## config.mk

```make
export PLATFORM = sky130hd
export DESIGN_NAME = uart_tx_fifo
export DESIGN_NICKNAME = d
export VERILOG_FILES = /design/src/rtl/uart_tx_fifo.sv
export SDC_FILE = /design/constraint.sdc
export NUM_CORES = 1
export LEC_CHECK = 0
export CORE_MARGIN = 1
export CORE_UTILIZATION = 25
export DETAILED_ROUTE_END_ITERATION = 6
export PLACE_DENSITY = 0.5
export REMOVE_ABC_BUFFERS = 1
export SYNTH_ARGS = -nofsm -noshare
export SYNTH_HDL_FRONTEND = slang
export SYNTH_SLANG_ARGS = --single-unit
```

## constraint.sdc

```tcl
create_clock -name ipClk -period 2.73 [get_ports ipClk]
set_input_delay 0.546 -clock ipClk [delete_from_list [all_inputs] [get_ports ipClk]]
set_output_delay 0.546 -clock ipClk [all_outputs]
set_load 0.01 [all_outputs]
```

## src/rtl/uart_tx_fifo.sv

```systemverilog
// Buffered UART transmitter: send/busy byte handshake, FIFO, 8N1 serialiser.
// Define UART_TX_PARITY_EN to insert an even-parity bit after the data bits (8E1).
module uart_tx_fifo #(
    parameter int CLK_DIV    = 434,
    parameter int FIFO_DEPTH = 16
) (
    input  logic                        ipClk,
    input  logic                        ipReset,
    input  logic [7:0]                  ipTxData,
    input  logic                        ipTxSend,
    output logic                        opTxBusy,
    output logic                        opTx,
    output logic [$clog2(FIFO_DEPTH):0] opFifoCount,
    output logic                        opIdle
);
    localparam int AW = $clog2(FIFO_DEPTH);
    localparam int CW = $clog2(CLK_DIV);
    localparam logic [CW-1:0] BIT_LAST = CW'(CLK_DIV - 1);
    localparam logic [CW-1:0] CNT_ONE  = CW'(1);
    localparam logic [AW:0]   PTR_ONE  = (AW + 1)'(1);

    typedef enum logic [2:0] {
        IDLE,
        START,
        DATA,
`ifdef UART_TX_PARITY_EN
        PARITY,
`endif
        STOP
    } state_t;

    logic [7:0]    fifoMem [FIFO_DEPTH];
    logic [AW:0]   wrPtr, rdPtr;
    logic [AW:0]   count, countNext;
    logic          fifoFull, fifoEmpty;
    logic          ack, accept, pop;
    state_t        state, stateNext;
    logic [CW-1:0] bitCnt;
    logic [2:0]    bitIdx;
    logic [7:0]    shiftReg;
    logic          txNext, bitWrap;

    assign fifoEmpty   = (wrPtr == rdPtr);
    assign fifoFull    = (wrPtr[AW] != rdPtr[AW]) && (wrPtr[AW-1:0] == rdPtr[AW-1:0]);
    assign opTxBusy    = fifoFull | ack;
    assign accept      = ipTxSend & ~opTxBusy;
    assign bitWrap     = (bitCnt == BIT_LAST);
    assign opFifoCount = count;

    always_ff @(posedge ipClk) begin
        if (accept) begin
            fifoMem[wrPtr[AW-1:0]] <= ipTxData;
        end
    end

    // A simultaneous accept and pop cancel out, leaving the count unchanged.
    always_comb begin
        countNext = count;
        if (accept && !pop) begin
            countNext = count + PTR_ONE;
        end else if (pop && !accept) begin
            countNext = count - PTR_ONE;
        end
    end

    always_ff @(posedge ipClk or posedge ipReset) begin
        if (ipReset) begin
            wrPtr  <= '0;
            rdPtr  <= '0;
            count  <= '0;
            ack    <= 1'b0;
            opIdle <= 1'b1;
        end else begin
            ack    <= accept;
            count  <= countNext;
            opIdle <= (stateNext == IDLE) && (countNext == '0);
            if (accept) begin
                wrPtr <= wrPtr + PTR_ONE;
            end
            if (pop) begin
                rdPtr <= rdPtr + PTR_ONE;
            end
        end
    end

    // STOP chains straight into START when more bytes are waiting, so bursts have no idle gap.
    always_comb begin
        stateNext = state;
        pop       = 1'b0;
        txNext    = 1'b1;
        case (state)
            IDLE: begin
                if (!fifoEmpty) begin
                    pop       = 1'b1;
                    stateNext = START;
                end
            end
            START: begin
                txNext = 1'b0;
                if (bitWrap) begin
                    stateNext = DATA;
                end
            end
            DATA: begin
                txNext = shiftReg[bitIdx];
                if (bitWrap && (bitIdx == 3'd7)) begin
`ifdef UART_TX_PARITY_EN
                    stateNext = PARITY;
`else
                    stateNext = STOP;
`endif
                end
            end
`ifdef UART_TX_PARITY_EN
            PARITY: begin
                txNext = ^shiftReg;
                if (bitWrap) begin
                    stateNext = STOP;
                end
            end
`endif
            STOP: begin
                if (bitWrap) begin
                    if (!fifoEmpty) begin
                        pop       = 1'b1;
                        stateNext = START;
                    end else begin
                        stateNext = IDLE;
                    end
                end
            end
            default: begin
                stateNext = IDLE;
            end
        endcase
    end

    // The line is registered, so it lags the state register by one cycle.
    always_ff @(posedge ipClk or posedge ipReset) begin
        if (ipReset) begin
            state    <= IDLE;
            opTx     <= 1'b1;
            bitCnt   <= '0;
            bitIdx   <= '0;
            shiftReg <= '0;
        end else begin
            state <= stateNext;
            opTx  <= txNext;
            if (pop) begin
                shiftReg <= fifoMem[rdPtr[AW-1:0]];
            end
            if (state == IDLE) begin
                bitCnt <= '0;
                bitIdx <= '0;
            end else begin
                bitCnt <= bitWrap ? '0 : bitCnt + CNT_ONE;
                if ((state == DATA) && bitWrap) begin
                    bitIdx <= bitIdx + 3'd1;
                end
            end
        end
    end

endmodule

```

# After elaboration in Yosys (flattened, before gate mapping)
# Memory sizes are Yosys's and may differ from the RTL's. A register that Yosys moved wholly into a read port is not among the register bits.
# Index checks and enable logic that the tools add are counted.
op_classes:
  muxes: 20
  eq_ne: 8
  order_cmp: 1
  bitwise: 3
  n_addsub: 6
  reduce_logical: 12
ops:
  columns: ["operator", "count"]
  rows:
  - ["3-bit 2-to-1 mux", 6]
  - ["9-bit 2-to-1 mux", 2]
  - ["5-bit by 1-bit adder with 5-bit output (second input constant)", 3]
  - ["3-bit one-hot mux with 4 select lines", 1]
  - ["5-bit 2-to-1 mux", 2]
  - ["9-bit by 1-bit adder with 9-bit output (second input constant)", 1]
  - ["9-bit equality test (second input constant)", 1]
  - ["3-bit by 2-bit equality test with 1-bit output (second input constant)", 2]
  - ["1-bit logical AND", 6]
  - ["3-bit zero test", 2]
  - ["1-bit 2-to-1 mux", 6]
  - ["5-bit equality test", 1]
  - ["5-bit zero test", 1]
  - ["5-bit by 1-bit subtractor with 5-bit output (second input constant)", 1]
  - ["4-bit equality test", 1]
  - ["3-bit by 4-bit < comparator with 1-bit output (second input constant)", 1]
  - ["1-bit one-hot mux with 2 select lines", 2]
  - ["3-bit by 1-bit adder with 3-bit output (second input constant)", 1]
  - ["1-bit binary-select mux with 3-bit select", 1]
  - ["3-bit by 1-bit equality test with 1-bit output (second input constant)", 1]
  - ["3-bit equality test (second input constant)", 1]
  - ["1-bit zero test", 2]
  - ["2-bit nonzero test", 1]
  - ["1-bit AND", 1]
  - ["other kinds (3)", 3]
totals:
  output_inout_bits: 8
  ram_bits: 128
  mem_count: 1
  word_cells: 60
  in_bits: 11
  regBits: 33
mem_list:
  columns: ["name", "depth", "word_bits", "read_ports", "rd_clocked_by_memory_dff", "wr", "line_no", "rtl"]
  rows:
  - ["fifoMem", 16, 8, 1, 1, 1, "32", "logic [7:0] fifoMem [FIFO_DEPTH];"]

# Longest topological paths before layout
depth:
  depth_word: 11
  mapped_depth: 9
  ltp_nobuf: 9

# Worst setup path before layout
# No wires, ideal clock.
synth_path:
  path_type: "reg-to-reg"
  startpoint: "register rdPtr[0]"
  endpoint: "memory fifoMem[3][0], enable pin"
  t_arrival_ns: 2.026
  stages_incl_launch_ff: 8
  setup_time_ns: 0.383
  setup_slack_ns: 0.321
  n_path_buf: 2
  synth_period_minus_slack_ns: 2.409
  required_ns: 2.347
  path_cell_list: "dfrtp_1 buf_4 xnor2_1 and4_1 a21oi_2 buf_4 nand2_1 nor3_1"
synth_between:
  elab_chain_len: 7
synth_lines:
  columns: ["element", "line_no", "rtl"]
  rows:
  - ["from (decl)", "33", "logic [AW:0] wrPtr, rdPtr;"]
  - ["from (signal assigned)", "81", "rdPtr <= rdPtr + PTR_ONE;"]
  - ["4-bit equality test", "44", "assign fifoFull = (wrPtr[AW] != rdPtr[AW]) && (wrPtr[AW-1:0] == rdPtr[AW-1:0]);"]
  - ["1-bit logical AND", "44", null]
  - ["1-bit bitwise OR", "45", "assign opTxBusy = fifoFull | ack;"]
  - ["1-bit inverter", "46", "assign accept = ipTxSend & ~opTxBusy;"]
  - ["1-bit AND", "46", null]
  - ["via accept", "36", "logic ack, accept, pop;"]
  - ["1-bit 2-to-1 mux", "51", "if (accept) begin"]
  - ["1-bit 2-to-1 mux (implied by the code)", "52", "fifoMem[wrPtr[AW-1:0]] <= ipTxData;"]
  - ["to (decl)", "32", null]
# The timed path passes the listed nets, and every way through them passes these cells.

# Worst setup path in the final report
layout_path:
  startpoint: "register wrPtr[0]"
  endpoint: "output opTxBusy"
layout_between:
  elab_chain_len: 3
layout_lines:
  columns: ["element", "line_no", "rtl"]
  rows:
  - ["from (decl)", "33", null]
  - ["from (signal assigned)", "78", "wrPtr <= wrPtr + PTR_ONE;"]
  - ["4-bit equality test", "44", null]
  - ["1-bit logical AND", "44", null]
  - ["1-bit bitwise OR", "45", null]
  - ["to (decl)", "11", "output logic opTxBusy,"]
# No other way between the ends.

==> metrics <==
outcome finished clean; LEAKAGE 2.85 nW; largest net degree at the start of global routing 42; global-route wire length before repair 21600 um; Critical Path Max Stage Delay 0.53 ns; number of synthesized flops with an enable pin 128; sequential area share after synthesis 69.5%; Peak supply drop 0.000406 V; Crit-path slowest cell clkdlybuf4s50_1; die outline area 28700 um2; Reg-to-Reg End opIdle; critical path arrival 2.07 ns; antenna-violating nets left 0; clock skew 0.0126 ns; DR DRC count 0; fin cells 811; main combinational cell family by area after synthesis multiplexers; fin worst setup slack 0.117 ns; Clock Path Buffers 2; core box area 27300 um2; Inserted Clock Buffers 17; Pwr per Cell Area 975 nW/um2; max-slew violations 0; chip height 169 um; gpl congestion 0.791; # diodes 0; worst hold path depth 1; Site Rows 60; Achievable Freq 0.383 GHz; TritonCTS clock tree built; vias 3443; critical-path cell list xnor2_1 > and4_1 > a21o_1 > clkdlybuf4s50_1; Routed WL per cell 16.9 um; Compound-Gate Fraction of Synth Area 3.05%; die width 169 um; R2R Setup Slk 0.25 ns; Synth Register Bits 169; Via-to-Cell Ratio 4.25; Cell Area, Synth 7010 um2; top_reg_cell synth edfxtp_1; top post-synthesis cells by area edfxtp_1 (55%), dfrtp_1 (14%), mux4_2 (13%), xnor2_1 (2.1%), ha_1 (2.0%); top cell type's share of synthesized area 54.8%; worst slew pin tran 0.619 ns; final setup vio count 0; cts-stage hold buffer count 0; fin crit share 95.7%; area grow syn2layout 19.7%; start of the worst register-to-register path bitCnt[1]; initial antenna violation count 0; worst r2r path cells 9; final net count 449; Total Routing Usage GR 10.4%; initial DRC count 314; # port buffers 18; Post CTS Setup Buffer Count 0; maxcap violations 0; FFs w/ async S/R, synth 24.3%; Hold Violations, Final 0; multiplexer share of the synthesized area 15.1%; synthesized area per cell 18.3 um2; Min-Delay Endpoint rdPtr[4]; worst slack at placement 0.223 ns; Worst-Skew Late Latency 0.43 ns; Detailed Route WL 13700 um; HP Class flop to flop; Setup TNS 0 ns; layout cells sized above 1 26.9%; clk slew on worst S/H paths 0.07 ns; detailed placement HPWL 9060 um; GRT overflow 0; final worst path period need 2.61 ns; vias in the first global route 3696; Cells after Synth 384; Worst Setup End Kind primary output; CTS root buf clkbuf_16; Power Total 8.18 mW; clock sink count 169; Post-Place Cells 780; Worst EP required 2.18 ns; WS Path Type flop to primary output; drt pass-1 iters 4; Hold Startpoint rdPtr[4]; slew margin rel. 58.6%; CP Launch Type flop; count of cell types in the netlist 46; RSZ-0062 raised after global routing no; Starting Density 25.7%; final core occ 30.8%; xor and xnor area share after synthesis 2.75%; htree depth 4; Synth Area in Simple Gates 5.91%; post-synth top area cell edfxtp_1; CP Max Fanout 5; Adder-Cell Fraction of Synth Area 1.96%; Ys Warns 0; Ports 19
cells in the mapped netlist, types with 2 or more instances:
cell type and n:
edfxtp_1 128, dfrtp_1 39, dfstp_2 2, a22o_1 5
clkbuf_1 4, mux2_2 9, ha_1 11, a21oi_1 5
inv_1 9, and4_1 2, xnor2_1 17, nor2_1 25
buf_4 2, or2_2 2, buf_2 8, nand3_1 8
mux4_2 42, nand2_1 13, nand4_1 4, xor2_1 5
nor3_1 8, o21ai_0 7, nand2b_1 3, nor2b_1 2
or3_1 3
per-stage QoR:
| stage | hold slack (ns) | area (um2) |
|---|---|---|
| detailed placement | 0.488 | 7750 |
| CTS | 0.502 | 8390 |
| global placement | 0.482 | 7750 |
| finish | 0.495 | 8390 |
| global route | 0.522 | 8390 |
| floorplan | 0.441 | 6930 |
how the worst max path moves through the flow:
stage | start | to | slack [ns] | depth (start not counted)
floorplan | rdPtr[0] | fifoMem[3][0] | -0.82 | 5
global placement | bitCnt[1] | opIdle | 0.29 | 9
detailed placement | bitCnt[1] | opIdle | 0.22 | 9
CTS | wrPtr[3] | opTxBusy | 0.06 | 4
global route | wrPtr[2] | opTxBusy | 0.01 | 4
finish | wrPtr[0] | opTxBusy | 0.12 | 4
kinds of logic after synthesis:
logic type,Yosys count
adders and majority gates,11
DFF,169
AOI/OAI and AO/OA,27
buffers and inverters,25
and+or+nand+nor,77
other,1
xor gates and xnor gates,22
muxes,52
worst max-delay path, delay by kind of cell, from the launching register on:
family / cells / cell delay [ns]
flops: 1 / 0.45
buf+inv: 1 / 0.53
compound gates: 1 / 0.14
xor+xnor: 1 / 0.24
simple gates: 1 / 0.28
routing by layer:
layer / GRT usage (%) / up-vias / part of all wire (%)
li1: - / 1582 / -
met1: 13.8 / 1786 / 48
met2: 16.2 / 67 / 47
met3: 3.19 / 8 / 5.0
met4: 3.06 / 0 / 0.70
met5: 0 / - / 0
layout make-up:
type,instances,area [um2]
fill,2649,18900
clock buffer,17,425
tap,372,465
sequential,169,4880
inverter,9,33.8
multi-input combinational,190,2020
timing repair buffer,40,358
clock inverter,14,213
flip-flops by register name, summed over array words and instances (netlist names):
register and flops:
shiftReg 8, opFifoCount 5, opTx 1, bitCnt 9, ack 1, bitIdx 3, rdPtr 5, opIdle 1
wrPtr 5, state 3, fifoMem 128
cell usage in the layout, fill, tap and decap left out, types with 8 or more instances in the layout:
| master | netlist | layout |
|---|---|---|
| nor3_1 | 8 | 8 |
| nand2_1 | 13 | 13 |
| inv_1 | 9 | 9 |
| clkdlybuf4s50_1 | 0 | 18 |
| mux4_2 | 42 | 42 |
| dfrtp_1 | 39 | 36 |
| xnor2_1 | 17 | 17 |
| ha_1 | 11 | 11 |
| nand3_1 | 8 | 8 |
| nor2_1 | 25 | 25 |
| mux2_2 | 9 | 9 |
| buf_4 | 2 | 21 |
| edfxtp_1 | 128 | 128 |
| clkbuf_16 | 0 | 17 |
power breakdown:
| group | leakage, nW | internal [mW] | total, mW | switching, mW |
|---|---|---|---|---|
| clock network | 0.305 | 1.55 | 2.59 | 1.03 |
| registers | 1.66 | 3.11 | 3.36 | 0.246 |
| logic | 0.879 | 1.14 | 2.23 | 1.10 |
| total | 2.85 | 5.80 | 8.18 | 2.38 |
what timing repair did:
action	in CTS	in global routing
setup endpoints to repair	0	1
hold endpoints to repair	0	0
resized for setup	0	2
Power figures use the tool's default switching activity.
